**src/rtl/tdc_meas_ctrl.sv**
```systemverilog
// Measurement sequencer for the TDC coarse-count datapath: arms/clears the coarse
// counter, gates it between start and stop edges, and returns one result per measurement.
module tdc_meas_ctrl #(
  parameter int unsigned CNT_W   = 11,
  parameter int unsigned FINE_W  = 4,
  parameter int unsigned TIMEOUT = 2047,
  parameter int unsigned ID_W    = 8
) (
  input  logic              clk,
  input  logic              reset,
  input  logic              arm,
  input  logic              abort,
  input  logic              start_evt,
  input  logic              stop_evt,
  input  logic [FINE_W-1:0] fine_start,
  input  logic [FINE_W-1:0] fine_stop,
  input  logic [CNT_W-1:0]  ctr_value,
  output logic              ctr_clear,
  output logic              ctr_enable,
  output logic              busy,
  output logic              res_valid,
  input  logic              res_ready,
  output logic [CNT_W-1:0]  res_coarse,
  output logic [FINE_W-1:0] res_fine_start,
  output logic [FINE_W-1:0] res_fine_stop,
  output logic              res_timeout,
  output logic [ID_W-1:0]   res_id
);

  typedef enum logic [1:0] {
    S_IDLE  = 2'd0,
    S_ARMED = 2'd1,
    S_RUN   = 2'd2,
    S_DONE  = 2'd3
  } state_t;

  state_t state_q;
  state_t state_d;

  logic start_q;
  logic stop_q;
  logic start_edge_c;
  logic stop_edge_c;
  logic timeout_hit_c;
  logic handshake_c;

  logic              ctr_clear_d;
  logic              ctr_enable_d;
  logic              busy_d;
  logic              res_valid_d;
  logic [CNT_W-1:0]  res_coarse_d;
  logic [FINE_W-1:0] res_fine_start_d;
  logic [FINE_W-1:0] res_fine_stop_d;
  logic              res_timeout_d;
  logic [ID_W-1:0]   res_id_d;

  // Edge qualifiers; a level already high before ARMED never produces an edge.
  assign start_edge_c  = start_evt & ~start_q;
  assign stop_edge_c   = stop_evt & ~stop_q;
  assign timeout_hit_c = (ctr_value >= CNT_W'(TIMEOUT));
  assign handshake_c   = (state_q == S_DONE) & res_valid & res_ready;

  // State register.
  always_ff @(posedge clk or negedge reset) begin
    if (!reset) begin
      state_q <= S_IDLE;
    end else begin
      state_q <= state_d;
    end
  end

  // Next-state and next-output decode.
  always_comb begin
    state_d          = state_q;
    ctr_clear_d      = 1'b0;
    res_coarse_d     = res_coarse;
    res_fine_start_d = res_fine_start;
    res_fine_stop_d  = res_fine_stop;
    res_timeout_d    = res_timeout;
    res_id_d         = res_id;

    // A handshake completes even when abort arrives in the same cycle.
    if (handshake_c) begin
      res_id_d = res_id + ID_W'(1);
    end

    if (abort) begin
      state_d = S_IDLE;
    end else begin
      case (state_q)
        S_IDLE: begin
          if (arm) begin
            state_d     = S_ARMED;
            ctr_clear_d = 1'b1;
          end
        end
        S_ARMED: begin
          if (start_edge_c) begin
            state_d          = S_RUN;
            res_fine_start_d = fine_start;
          end
        end
        S_RUN: begin
          // Stop edge wins over a coincident timeout.
          if (stop_edge_c) begin
            state_d         = S_DONE;
            res_coarse_d    = ctr_value;
            res_fine_stop_d = fine_stop;
            res_timeout_d   = 1'b0;
          end else if (timeout_hit_c) begin
            state_d         = S_DONE;
            res_coarse_d    = ctr_value;
            res_fine_stop_d = FINE_W'(0);
            res_timeout_d   = 1'b1;
          end
        end
        S_DONE: begin
          if (handshake_c) begin
            state_d = S_IDLE;
          end
        end
        default: begin
          state_d = S_IDLE;
        end
      endcase
    end

    ctr_enable_d = (state_d == S_RUN);
    busy_d       = (state_d != S_IDLE);
    res_valid_d  = (state_d == S_DONE);
  end

  // Output and edge-detect registers.
  always_ff @(posedge clk or negedge reset) begin
    if (!reset) begin
      start_q        <= 1'b0;
      stop_q         <= 1'b0;
      ctr_clear      <= 1'b0;
      ctr_enable     <= 1'b0;
      busy           <= 1'b0;
      res_valid      <= 1'b0;
      res_coarse     <= '0;
      res_fine_start <= '0;
      res_fine_stop  <= '0;
      res_timeout    <= 1'b0;
      res_id         <= '0;
    end else begin
      start_q        <= start_evt;
      stop_q         <= stop_evt;
      ctr_clear      <= ctr_clear_d;
      ctr_enable     <= ctr_enable_d;
      busy           <= busy_d;
      res_valid      <= res_valid_d;
      res_coarse     <= res_coarse_d;
      res_fine_start <= res_fine_start_d;
      res_fine_stop  <= res_fine_stop_d;
      res_timeout    <= res_timeout_d;
      res_id         <= res_id_d;
    end
  end

endmodule

```
**config.mk**
```make
export PLATFORM = sky130hd
export DESIGN_NAME = tdc_meas_ctrl
export DESIGN_NICKNAME = d
export VERILOG_FILES = /design/src/rtl/tdc_meas_ctrl.sv
export SDC_FILE = /design/constraint.sdc
export NUM_CORES = 1
export LEC_CHECK = 0
export BUFFER_PORTS_ARGS = -buffer_cell sky130_fd_sc_hd__buf_2
export CAP_MARGIN = 5
export CORE_UTILIZATION = 30
export CTS_CLUSTER_DIAMETER = 40
export DETAILED_ROUTE_END_ITERATION = 6
export PLACE_DENSITY = 0.61
export SETUP_SLACK_MARGIN = 0.02
export SLEW_MARGIN = 5
export SYNTH_ARGS = -nofsm -noshare
export SYNTH_HDL_FRONTEND = slang
export SYNTH_SLANG_ARGS = --single-unit
```
**constraint.sdc**
```tcl
create_clock -name clk -period 4.3 [get_ports clk]
set_input_delay 0.215 -clock clk [delete_from_list [all_inputs] [get_ports clk]]
set_output_delay 0.215 -clock clk [all_outputs]
set_load 0.02 [all_outputs]
```
# Word level (Yosys, flattened, before mapping)
# Index checks and enable logic that the tools add are counted.
dict set report totals {
  reg_bits 36
  out_inout_bits 32
  elab_cells 47
}
dict set report classes {
  addsub 1
  n_lt_le_gt_ge 1
  n_eq_ne 5
  muxes 16
  n_bitwise 7
  n_reduce_logical 5
}
# operator n
set ops {}
lappend ops {{$mux 11} 2}
lappend ops {{$mux 2} 6}
lappend ops {{$ge 11x11->1 const B} 1}
lappend ops {{$add 8x1->8 const B} 1}
lappend ops {{$eq 2x2->1 const B} 4}
lappend ops {{$mux 4} 2}
lappend ops {{$pmux 2 s4} 1}
lappend ops {{$reduce_and 3->1} 2}
lappend ops {{$mux 1} 5}
lappend ops {{$and 1x1->1} 4}
lappend ops {{$reduce_bool 2->1} 2}
lappend ops {{$not 1->1} 3}
lappend ops {{$eq 2x1->1 const B} 1}
lappend ops {{$logic_not 2->1} 1}

# Logic depth before layout (Yosys ltp)
dict set report depth {
  depth_word 7
  depth_mapped 6
  depth_no_buf 4
}

# Worst setup path before layout
# No wires, ideal clock.
dict set report synth_timing {
  kind {register -> register}
  start {register state_q[0]}
  end {register ctr_enable}
  setup_ns 0.120
  arrival_time_ns 1.359
  t_required_ns 4.180
  slack_ns 2.821
  path_stages_with_launch 5
  path_buffers 0
  period_less_slack_ns 1.479
  path_cell_list {dfrtp_1 -> nor2_1 -> nand2_1 -> or4_4 -> and3b_1}
}
dict set report synth_between {
  elab_chain_cells 7
  elab_cells_between_ends 14
  classes_between {eq/ne (4); mux (7); bitwise (2); reduce/logical (1)}
}
# item line
set synth_lines {}
lappend synth_lines {{start: declaration} 37} ;# state_t state_q;
lappend synth_lines {{start signal: assignment} 68} ;# state_q <= state_d;
lappend synth_lines {{$eq 2x2->1} {61, 90}}
lappend synth_lines {{$and 1x1->1 (2 in series)} 61} ;# assign handshake_c = (state_q == S_DONE) & res_valid & res_ready;
lappend synth_lines {{$mux 2} 118} ;# if (handshake_c) begin
lappend synth_lines {{$pmux 2 s4 (*)} 90} ;# case (state_q)
lappend synth_lines {{$mux 2 (*)} 87} ;# if (abort) begin
lappend synth_lines {{$eq 2x2->1 (*)} 128} ;# ctr_enable_d = (state_d == S_RUN);
lappend synth_lines {{net ctr_enable_d} 48} ;# logic ctr_enable_d;
lappend synth_lines {{end signal: assignment} 151} ;# ctr_enable <= ctr_enable_d;
lappend synth_lines {{end: declaration} 19} ;# output logic ctr_enable,
# Mark *: on every way through the listed nets, which the timed path passes. The rest lies on a longest branch.
# A chain may end at the register's enable or synchronous reset.

# Final worst setup path
dict set report layout_timing {
  start {register state_q[0]}
  end {register res_coarse[10]}
}
dict set report layout_between {
  elab_chain_cells 2
}
# item line
set layout_lines {}
lappend layout_lines {{$eq 2x2->1} 90}
lappend layout_lines {{$reduce_and 3->1 (no line)} n/a}
lappend layout_lines {{end signal: assignment} 154} ;# res_coarse <= res_coarse_d;
lappend layout_lines {{end: declaration} 23} ;# output logic [CNT_W-1:0] res_coarse,
# No other way between the ends.

==> metrics.md <==
| Metric | Value |
|---|---|
| Sequential area share after synthesis | 61.22% |
| Reg2reg setup slack | 2.69 ns |
| Final Net Count | 191 |
| Root buf cell | clkbuf_8 |
| Sw Ratio | 27.20% |
| Reg-to-reg endpoint | res_coarse[10]$_DFFE_PN0P_ |
| Setup tns final | 0 ns |
| Leading area contributor after synthesis | dfrtp_1 |
| Syn_nets | 130 |
| Int Pwr | 0.6336 mW |
| Via count | 1067 |
| Clock share of power | 32.4% |
| Worst-path clk slew | 0.07 ns |
| Hold WC Path Type | in2async |
| Detail Route Antenna Nets | 0 |
| Synth Warn # | 0 |
| Area growth syn-to-layout | 30.95% |
| CP arrival | 1.77 ns |
| Core Rows | 25 |
| Startpoint Class | flop |
| Reg-to-Reg Start | state_q[0]$_DFF_PN0_ |
| GRT overflow | 0 |
| Total power | 0.8704 mW |
| # H-tree levels | 2 |
| CP Class | reg2reg |
| RSZ-0062 raised after global routing | false |
| Pleak | 1.043 nW |
| Max IR drop VDD | 264.7 uV |
| Min Tclk post-route | 1.613 ns |
| Initial core utilization | 31.15% |
| Synth top cells by count | dfrtp_1 (36), mux2_2 (10), mux2_4 (6), xnor2_1 (5) |
| Largest net degree at the start of global routing | 37 |
| Setup WS pre-CTS | 2.527 ns |
| Distinct cell type count after synthesis | 32 |
| DP HPWL | 2.379 mm |
| Syn avg cell area | 14.29 sq um |
| P_sw | 0.2367 mW |
| Total setup buffers inserted after CTS | 0 |
| Die width | 72.04 microns |
| First-pass GRT wire length | 5.237 mm |
| Vias in the first global route | 1107 |
| CP startpoint | state_q[0]$_DFF_PN0_ |
| Worst skew pair latency | 0.28 ns |
| Die Span Y | 72.04 microns |
| Finished Layout Cells | 232 |
| Cts repair resizes | 0 |
| Clock buffer count from CTS | 5 |
| Reg power frac | 46.9% |
| Top_reg_cell synth | dfrtp_1 |
| PortBufs | 57 |
| R2R cell count | 3 |
| Drt wl/cell | 13.50 microns |
| Max Cap Viol | 0 |
| Final setup margin | 2.687 ns |
| Initial DRC Count | 48 |
| Hold_buf cts | 0 |
| Status | completed |
| CP Capture Point | res_coarse[10]$_DFFE_PN0P_ |
| PD cells | 451.7 nW/um^2 |
| Final RePlAce weighted congestion | 0.7728 |
| DR pass1 iterations | 4 |
| Cell count after placement | 224 |
| Die area | 5189 sq um |
| GRT Total Usage | 13.44% |
| Worst path required time | 4.46 ns |
| Combinational power share | 20.7% |
| Number of synthesized flops with an enable pin | 0 |
| Final Max Tran Viols | 0 |
| IO Count | 58 |
| Share of layout cells above drive strength 1 | 53.33% |
| Initial antenna violation count | 0 |
| DR DRC count | 0 |
| CORE AREA | 4723 sq um |
| Final hold violation count | 0 |
| Achievable frequency | 620.1 MHz |
| Clock Skews | 0.007175 ns |
| Mapped Cells | 103 |
| Slew at the pin with the worst max-slew slack | 0.7831 ns |
| Flops & latches, synth | 36 |
| Final Cycle Share | 37.50% |
| Clk buf depth | 2 |
| Ys async rst share | 100.0% |
| Final setup violation count | 0 |
| Post-synth top area share | 61.22% |
| CTS sink cnt | 36 |
| ANT cells | 0 |
| Rel. slew slack | 47.80% |
| Dominant cells by area after synthesis | dfrtp_1 (61%), mux2_2 (7.7%), mux2_4 (6.1%) |
| Crit Path Max Fanout | 15 |
| Mapped cell area | 1471 sq um |
| Final wirelength | 3.133 mm |
| Count leader, synth | dfrtp_1 |
| Worst setup EP type | flop |
| CTS tree | yes |
| Vias per Instance | 4.599 |
==> logic make-up after synthesis <==
logic type | after synthesis | share of synthesized area, %
mux | 16 | 13.78
flops | 36 | 61.22
fa+ha+maj | 1 | 0.8502
buf+inv | 5 | 1.956
simple gates | 27 | 12.08
xor+xnor | 7 | 4.167
compound gates | 11 | 5.952
==> registers in the layout (all words and copies together), names as in the netlist <==
register        flops
res_valid           1
ctr_clear           1
res_fine_stop       4
state_q             2
stop_q              1
res_fine_start      4
res_id              8
busy                1
res_timeout         1
start_q             1
res_coarse         11
ctr_enable          1
==> critical path: stages (launching register included) <==
cell and delay, ns:
dfrtp_1 0.45, nor2_1 0.19, nand3_2 0.41, mux2_4 0.44
==> power by group through the flow <==
stage / combinational, mW / clock [mW] / sequential (mW)
floorplan: 0.0538 / 0 / 0.466
CTS: 0.183 / 0.294 / 0.410
finish: 0.180 / 0.282 / 0.409
global placement: 0.177 / 0 / 0.411
detailed placement: 0.183 / 0 / 0.415
global route: 0.194 / 0.315 / 0.415
==> per-layer routing <==
| metal | GRT usage [%] | up-vias | routed length [microns] |
|---|---|---|---|
| met2 | 21.38 | 37 | 1610 |
| met5 | 0 | - | 0 |
| met4 | 6.754 | 0 | 74 |
| met1 | 16.74 | 530 | 1292 |
| met3 | 3.889 | 8 | 155 |
| li1 | - | 492 | - |
==> cell usage in the layout, fill, tap and decap left out, types with 2 or more instances in the layout <==
| cell type | count |
|---|---|
| xnor2_1 | 5 |
| nor2_1 | 3 |
| xor2_1 | 2 |
| nand2_1 | 2 |
| dfrtp_1 | 36 |
| and4_1 | 2 |
| inv_1 | 2 |
| nand3_1 | 4 |
| mux2_2 | 10 |
| a21oi_1 | 3 |
| mux2_4 | 6 |
| a22o_2 | 4 |
| buf_2 | 57 |
| clkbuf_8 | 5 |
| nand4_1 | 4 |
==> per-stage QoR <==
| step | util [%] | cell area, sq um | hold WS (ns) |
|---|---|---|---|
| finish | 40.79 | 1927 | 0.01450 |
| CTS | 40.79 | 1927 | 0.04418 |
| floorplan | - | 1471 | -0.08059 |
| global route | 40.79 | 1927 | 0.04039 |
| global placement | 38.52 | 1819 | 0.3273 |
| detailed placement | 38.52 | 1819 | 0.3402 |
==> worst min-delay path by stage <==
stage / start / endpoint / slack [ns]
global route: start_evt / start_q$_DFF_PN0_ / 0.04
floorplan: reset / busy$_DFF_PN0_ / -0.08
detailed placement: start_evt / start_q$_DFF_PN0_ / 0.34
finish: reset / ctr_enable$_DFF_PN0_ / 0.01
global placement: reset / res_id[6]$_DFFE_PN0P_ / 0.33
CTS: start_evt / start_q$_DFF_PN0_ / 0.04
==> area by class of cell <==
| type | count | area, sq um |
|---|---|---|
| clock inverter | 2 | 35.03 |
| tap | 67 | 83.83 |
| inverter | 2 | 7.507 |
| multi-input combinational | 62 | 541.8 |
| sequential | 36 | 900.9 |
| clock buffer | 6 | 72.57 |
| timing repair buffer | 57 | 285.3 |
| fill | 468 | 2796 |
Note: power is estimated with default switching activity, not from simulation.
